==> config.mk <==
export PLATFORM = sky130hd
export DESIGN_NAME = led_seq_flat
export DESIGN_NICKNAME = d
export VERILOG_FILES = /design/src/rtl/led_seq_pkg.sv /design/src/rtl/led_seq_if.sv /design/src/rtl/led_seq_edge_det.sv /design/src/rtl/led_seq.sv /design/src/flat_wrapper.sv
export SDC_FILE = /design/constraint.sdc
export NUM_CORES = 1
export LEC_CHECK = 0
export CORE_ASPECT_RATIO = 1.1
export CORE_MARGIN = 4
export CORE_UTILIZATION = 50
export CTS_BUF_LIST = sky130_fd_sc_hd__clkbuf_4 sky130_fd_sc_hd__clkbuf_8 sky130_fd_sc_hd__clkbuf_16
export DETAILED_ROUTE_END_ITERATION = 12
export PLACE_DENSITY = 0.74
export SETUP_SLACK_MARGIN = 0.02
export SLEW_MARGIN = 5
export SYNTH_ARGS = -nofsm -noshare
export SYNTH_HDL_FRONTEND = slang
export SYNTH_HIERARCHICAL = 1
export SYNTH_SLANG_ARGS = --single-unit
==> constraint.sdc <==
create_clock -name clk_i -period 2.1 [get_ports clk_i]
set_input_delay 0.42 -clock clk_i [delete_from_list [all_inputs] [get_ports clk_i]]
set_output_delay 0.42 -clock clk_i [all_outputs]
set_load 0.01 [all_outputs]
==> src/rtl/led_seq_pkg.sv <==
// led_seq_pkg: shared encodings for the LED sequencer.
// Latency: n/a (types and constants only).
// Backpressure: n/a.
// Contents: pattern mode encodings, bounce direction encodings.
package led_seq_pkg;

   typedef enum logic [1:0] {
      MODE_ROL    = 2'd0,
      MODE_ROR    = 2'd1,
      MODE_BOUNCE = 2'd2,
      MODE_COUNT  = 2'd3
   } mode_e;

   typedef enum logic {
      GO_LEFT  = 1'b0,
      GO_RIGHT = 1'b1
   } dir_e;

endpackage

==> src/rtl/led_seq_if.sv <==
// led_seq_if: groups the sequencer control inputs and LED outputs.
// Latency: n/a (wiring only).
// Backpressure: none; tick-driven, outputs always valid.
// Signals: tick_i, en_i, mode_i (to sequencer); led_o, step_o (from sequencer).
// Modports: master = stimulus/controller side, slave = led_seq.
interface led_seq_if #(
   parameter int WIDTH = 8
);

   logic             tick_i;
   logic             en_i;
   logic [1:0]       mode_i;
   logic [WIDTH-1:0] led_o;
   logic             step_o;

   modport master (output tick_i, output en_i, output mode_i,
                   input  led_o,  input  step_o);

   modport slave  (input  tick_i, input  en_i, input  mode_i,
                   output led_o,  output step_o);

endinterface

==> src/rtl/led_seq_edge_det.sv <==
// edge_det: rising-edge detector for a level generated in the clk_i domain.
// Latency: rise_o is combinational from d_i in the cycle d_i first reads 1.
// Backpressure: none.
// Ports: clk_i, rst_i (sync, active-high), d_i level in, rise_o pulse out.
module edge_det (
   input  logic clk_i,
   input  logic rst_i,
   input  logic d_i,
   output logic rise_o
);

   logic prev_q;

   // Resetting the history to 1 means a level already high at reset
   // release looks like "no change" rather than a fresh edge.
   always_ff @(posedge clk_i) begin
      if (rst_i) begin
         prev_q <= 1'b1;
      end else begin
         prev_q <= d_i;
      end
   end

   assign rise_o = d_i & ~prev_q;

endmodule

==> src/rtl/led_seq.sv <==
// led_seq: tick-stepped LED pattern generator (rotate-left/right, bounce, count).
// Latency: led_o/step_o update at the clk_i edge that samples a tick_i rise.
// Backpressure: none; ticks arriving with en_i=0 are dropped, never queued.
// Ports: clk_i, rst_i (sync, active-high), bus (led_seq_if.slave).
// Build option: LED_SEQ_INVERT_EN drives led_o as the inverse of the pattern.
module led_seq
   import led_seq_pkg::*;
#(
   parameter int WIDTH = 8
) (
   input  logic       clk_i,
   input  logic       rst_i,
   led_seq_if.slave   bus
);

   localparam logic [WIDTH-1:0] PAT_LSB = {{(WIDTH-1){1'b0}}, 1'b1};
   localparam logic [WIDTH-1:0] PAT_MSB = {1'b1, {(WIDTH-1){1'b0}}};

   logic             rise;
   logic [WIDTH-1:0] pat_q, pat_d;
   mode_e            mode_q, mode_d, mode_in;
   dir_e             dir_q, dir_d;
   logic             step_q, step_d;

   edge_det u_edge_det (
      .clk_i  (clk_i),
      .rst_i  (rst_i),
      .d_i    (bus.tick_i),
      .rise_o (rise)
   );

   assign mode_in = mode_e'(bus.mode_i);

   always_ff @(posedge clk_i) begin
      if (rst_i) begin
         pat_q  <= PAT_LSB;
         mode_q <= MODE_ROL;
         dir_q  <= GO_LEFT;
         step_q <= 1'b0;
      end else begin
         pat_q  <= pat_d;
         mode_q <= mode_d;
         dir_q  <= dir_d;
         step_q <= step_d;
      end
   end

   always_comb begin
      pat_d  = pat_q;
      mode_d = mode_q;
      dir_d  = dir_q;
      step_d = 1'b0;
      if (rise && bus.en_i) begin
         step_d = 1'b1;
         mode_d = mode_in;
         if (mode_in != mode_q) begin
            // A mode switch spends its step loading the new start pattern,
            // which is what keeps bounce mode one-hot.
            dir_d = GO_LEFT;
            case (mode_in)
               MODE_ROL, MODE_BOUNCE: pat_d = PAT_LSB;
               MODE_ROR:              pat_d = PAT_MSB;
               default:               pat_d = '0;
            endcase
         end else begin
            case (mode_q)
               MODE_ROL: pat_d = {pat_q[WIDTH-2:0], pat_q[WIDTH-1]};
               MODE_ROR: pat_d = {pat_q[0], pat_q[WIDTH-1:1]};
               MODE_BOUNCE: begin
                  // Direction flips on arrival at an end, so the next
                  // step already moves back inward.
                  if (dir_q == GO_LEFT) begin
                     pat_d = pat_q << 1;
                     if (pat_d[WIDTH-1]) dir_d = GO_RIGHT;
                  end else begin
                     pat_d = pat_q >> 1;
                     if (pat_d[0]) dir_d = GO_LEFT;
                  end
               end
               default: pat_d = pat_q + PAT_LSB;
            endcase
         end
      end
   end

`ifdef LED_SEQ_INVERT_EN
   assign bus.led_o = ~pat_q;
`else
   assign bus.led_o = pat_q;
`endif
   assign bus.step_o = step_q;

endmodule

==> src/flat_wrapper.sv <==
// flat-port wrapper written by rule: the top's interface ports become plain ports
module led_seq_flat import led_seq_pkg::*;
#(
   parameter int WIDTH = 8
)
  (clk_i, rst_i, bus_tick_i, bus_en_i, bus_mode_i, bus_led_o, bus_step_o);
  led_seq_if #(.WIDTH(WIDTH)) bus_i ();
  input  logic clk_i;
  input  logic rst_i;
  input wire logic [$bits(bus_i.tick_i)-1:0] bus_tick_i;
  input wire logic [$bits(bus_i.en_i)-1:0] bus_en_i;
  input wire logic [$bits(bus_i.mode_i)-1:0] bus_mode_i;
  output wire logic [$bits(bus_i.led_o)-1:0] bus_led_o;
  output wire logic [$bits(bus_i.step_o)-1:0] bus_step_o;
  assign bus_i.tick_i = bus_tick_i;
  assign bus_i.en_i = bus_en_i;
  assign bus_i.mode_i = bus_mode_i;
  assign bus_led_o = bus_i.led_o;
  assign bus_step_o = bus_i.step_o;
  led_seq #(.WIDTH(WIDTH)) u_core (.clk_i(clk_i), .rst_i(rst_i), .bus(bus_i));
endmodule
==> impl_metrics.json <==
{
  "setup_viol": 0,
  "hold_end": "u_core/bus.led_o[5]$_SDFFE_PP0P_",
  "worst_pin_slew_ns": 0.5392,
  "diodes": 0,
  "die_area_mm2": 0.002835,
  "drtAntennaViolNets": 0,
  "use_met3": 0.02957,
  "synth_area_leaders": "dfxtp_1 25%, nand2_1 6.2%, a211oi_1 4.4%",
  "htree_num_levels": 1,
  "hold_violations": 0,
  "worstPathArrival_ns": 2.04,
  "fin_skew_ns": 0.009442,
  "leakagePower_nw": 0.4370,
  "crit_chain": "clkdlybuf4s50_1, nor4bb_4, a221oi_2, a211oi_1, a211o_1",
  "max_freq_mhz": 538.0,
  "finalMaxSlewViolations": 0,
  "row_count": 16,
  "finalPower_w": 0.0005056,
  "cp_max_fo": 8,
  "synth_most_common_cell": "nand2_1",
  "holdPathStages": 2,
  "crit_path_top_delay_cell": "clkdlybuf4s50_1",
  "avgSynthCellArea_um2": 7.996,
  "synth_top_area_frac": 0.2543,
  "drive_gt1_frac": 0.1517,
  "critical_path_class": "in -> reg",
  "drt-initial-drc-count": 38,
  "synth-seq-cells": 13,
  "rsz0062_at_grt": "false",
  "synth_top_area_cell": "dfxtp_1",
  "hold_class": "reg -> reg",
  "syn-num-nets": 135,
  "cts.sinks": 13,
  "gr-max-usage-layer": "met2",
  "synth_area_mm2": 0.001023,
  "min_from": "u_core/bus.led_o[5]$_SDFFE_PP0P_",
  "syn_inst": 128,
  "synth-main-ff-cell": "dfxtp_1",
  "numPortBuffers": 14,
  "synth_edf_count": 0,
  "ys_warn_count": 6,
  "grt_overflow": 0,
  "period_share": 0.8851,
  "crit_buf_inv": 1,
  "critPathMaxStageDelay_ns": 0.53,
  "nets": 153,
  "relSlewSlack": 0.6400,
  "startpoint_type": "primary input",
  "grt_pass1_wl_mm": 4.491,
  "peakVddDrop_v": 0.0003266,
  "drcViolationCount": 0,
  "drt-pass1-iter-count": 4,
  "ctsLongestPathBuffers": 2,
  "fin_util": 0.6546,
  "synth-async-reset-ratio": 0,
  "syn_to_final_growth_pct": 19.07,
  "reg2reg_slack_ns": 0.34,
  "viasPerCell": 6.227,
  "coreArea_mm2": 0.001862,
  "path_clk_slew_ns": 0.09,
  "wl_per_cell_um": 16.08,
  "use_met2": 0.3241,
  "start_util": 0.5497,
  "grt_max_degree": 16,
  "cap_violations": 0,
  "cts_root_buf": "clkbuf_4",
  "grtUsageMet1": 0.2630,
  "cts_resized": 0,
  "die_h_um": 55.45,
  "cts_setup_buffers": 0,
  "r2r_end": "u_core/bus.led_o[2]$_SDFFE_PP0P_",
  "status": "completed",
  "grt_use_total": 0.2066,
  "end_kind": "register",
  "numCtsBuffers": 3,
  "io_pins": 15,
  "seq_area_frac_synth": 0.2543,
  "via_count": 1071,
  "cp_top_family": "compound AO/OA/AOI/OAI gates",
  "synth_cell_type_count": 51,
  "period_minus_slack_ns": 1.859,
  "worstPathRequired_ns": 2.28,
  "dp_hpwl_mm": 1.989,
  "cts_tree": "built",
  "grt_antenna_before_repair": 0,
  "r2r_cells": 4,
  "hold_buffers": 0,
  "gp_congestion": 0.9141,
  "worstReg2RegStart": "u_core/mode_q[0]$_SDFFE_PP0P_",
  "first_global_vias": 984,
  "fp.dieW_um": 51.14,
  "clock_latency_ns": 0.29,
  "netlist_top_cells_count": "17 x nand2_1, 13 x dfxtp_1, 8 x a21oi_1",
  "routed_wl_mm": 2.765,
  "power.density_mw_per_mm2": 414.9
}
==> worst register-to-register path: stages, from the launching register on <==
cell,delay [ns]
dfxtp_1,0.66
nor4bb_4,0.14
a221oi_2,0.43
a211oi_1,0.14
a211o_1,0.30
==> layout make-up <==
type	count	area [um^2]
clock buffer	4	30.03
fill	170	643.1
sequential	13	260.3
inverter	6	22.52
timing repair buffer	24	215.2
multi-input combinational	98	656.9
tap	27	33.78
==> state kept, by name, indices dropped and copies added (netlist names) <==
register and flops:
u_core/bus.led_o 8, u_core/bus.step_o 1, u_core/dir_q 1, u_core/u_edge_det/prev_q 1, u_core/mode_q 2
==> stage by stage <==
stage	cell area (um^2)	cells	setup WS (ns)	TNS, ns	hold slack [ns]
after floorplan	1023	128	0.5789	0	0.5171
after global placement	1189	168	0.05534	0	0.5245
after detailed placement	1189	168	-0.03664	-0.03664	0.5383
after CTS	1219	172	0.2511	0	0.5516
after global routing	1219	172	0.1919	0	0.5962
final	1219	172	0.2412	0	0.5511
==> logic make-up after synthesis <==
family | synth area share
and+or+nand+nor | 0.2849
xor gates and xnor gates | 0.01712
buffers and inverters | 0.1039
DFF | 0.2543
adders and majority gates | 0.01222
AOI/OAI and AO/OA | 0.3276
==> worst max path at each step <==
| stage | endpoint | cells past startpoint | start | slack, ns |
|---|---|---|---|---|
| floorplan | u_core/bus.led_o[2]$_SDFFE_PP0P_ | 5 | bus_mode_i[1] | 0.58 |
| global placement | u_core/bus.led_o[2]$_SDFFE_PP0P_ | 5 | bus_mode_i[1] | 0.06 |
| detailed placement | u_core/bus.led_o[2]$_SDFFE_PP0P_ | 5 | bus_mode_i[1] | -0.04 |
| CTS | bus_led_o[1] | 1 | u_core/bus.led_o[1]$_SDFFE_PP0P_ | 0.25 |
| global route | bus_led_o[1] | 1 | u_core/bus.led_o[1]$_SDFFE_PP0P_ | 0.19 |
| finish | u_core/bus.led_o[2]$_SDFFE_PP0P_ | 5 | bus_mode_i[1] | 0.24 |
==> metal layers <==
metal	up-vias	part of all wire	wire length, um
met4	0	0.031	87
met3	10	0.080	222
met5	-	0	0
met2	60	0.45	1245
met1	484	0.44	1210
li1	517	-	-
==> cell usage in the layout (no fill, tap or decap), types with 3 or more instances in the layout <==
master           synthesis  layout
nand3_1                  3       3
nand2_1                 17      17
nor4_1                   3       3
a211oi_1                 6       6
o21ai_0                  4       4
clkdlybuf4s50_1          0      14
clkbuf_4                 1       4
a21oi_1                  8       8
a211o_1                  4       4
nor3_1                   5       5
nor2_1                   5       5
buf_4                    0      10
inv_1                    6       6
a31oi_1                  3       3
dfxtp_1                 13      13
==> report_power, final <==
| part | total [W] | switching, W | internal [W] |
|---|---|---|---|
| logic | 0.0000696 | 0.0000355 | 0.0000340 |
| registers | 0.000258 | 0.00000721 | 0.000250 |
| clock network | 0.000178 | 0.0000918 | 0.0000867 |
| total | 0.000506 | 0.000134 | 0.000371 |
Note: power is estimated with default switching activity, not from simulation.
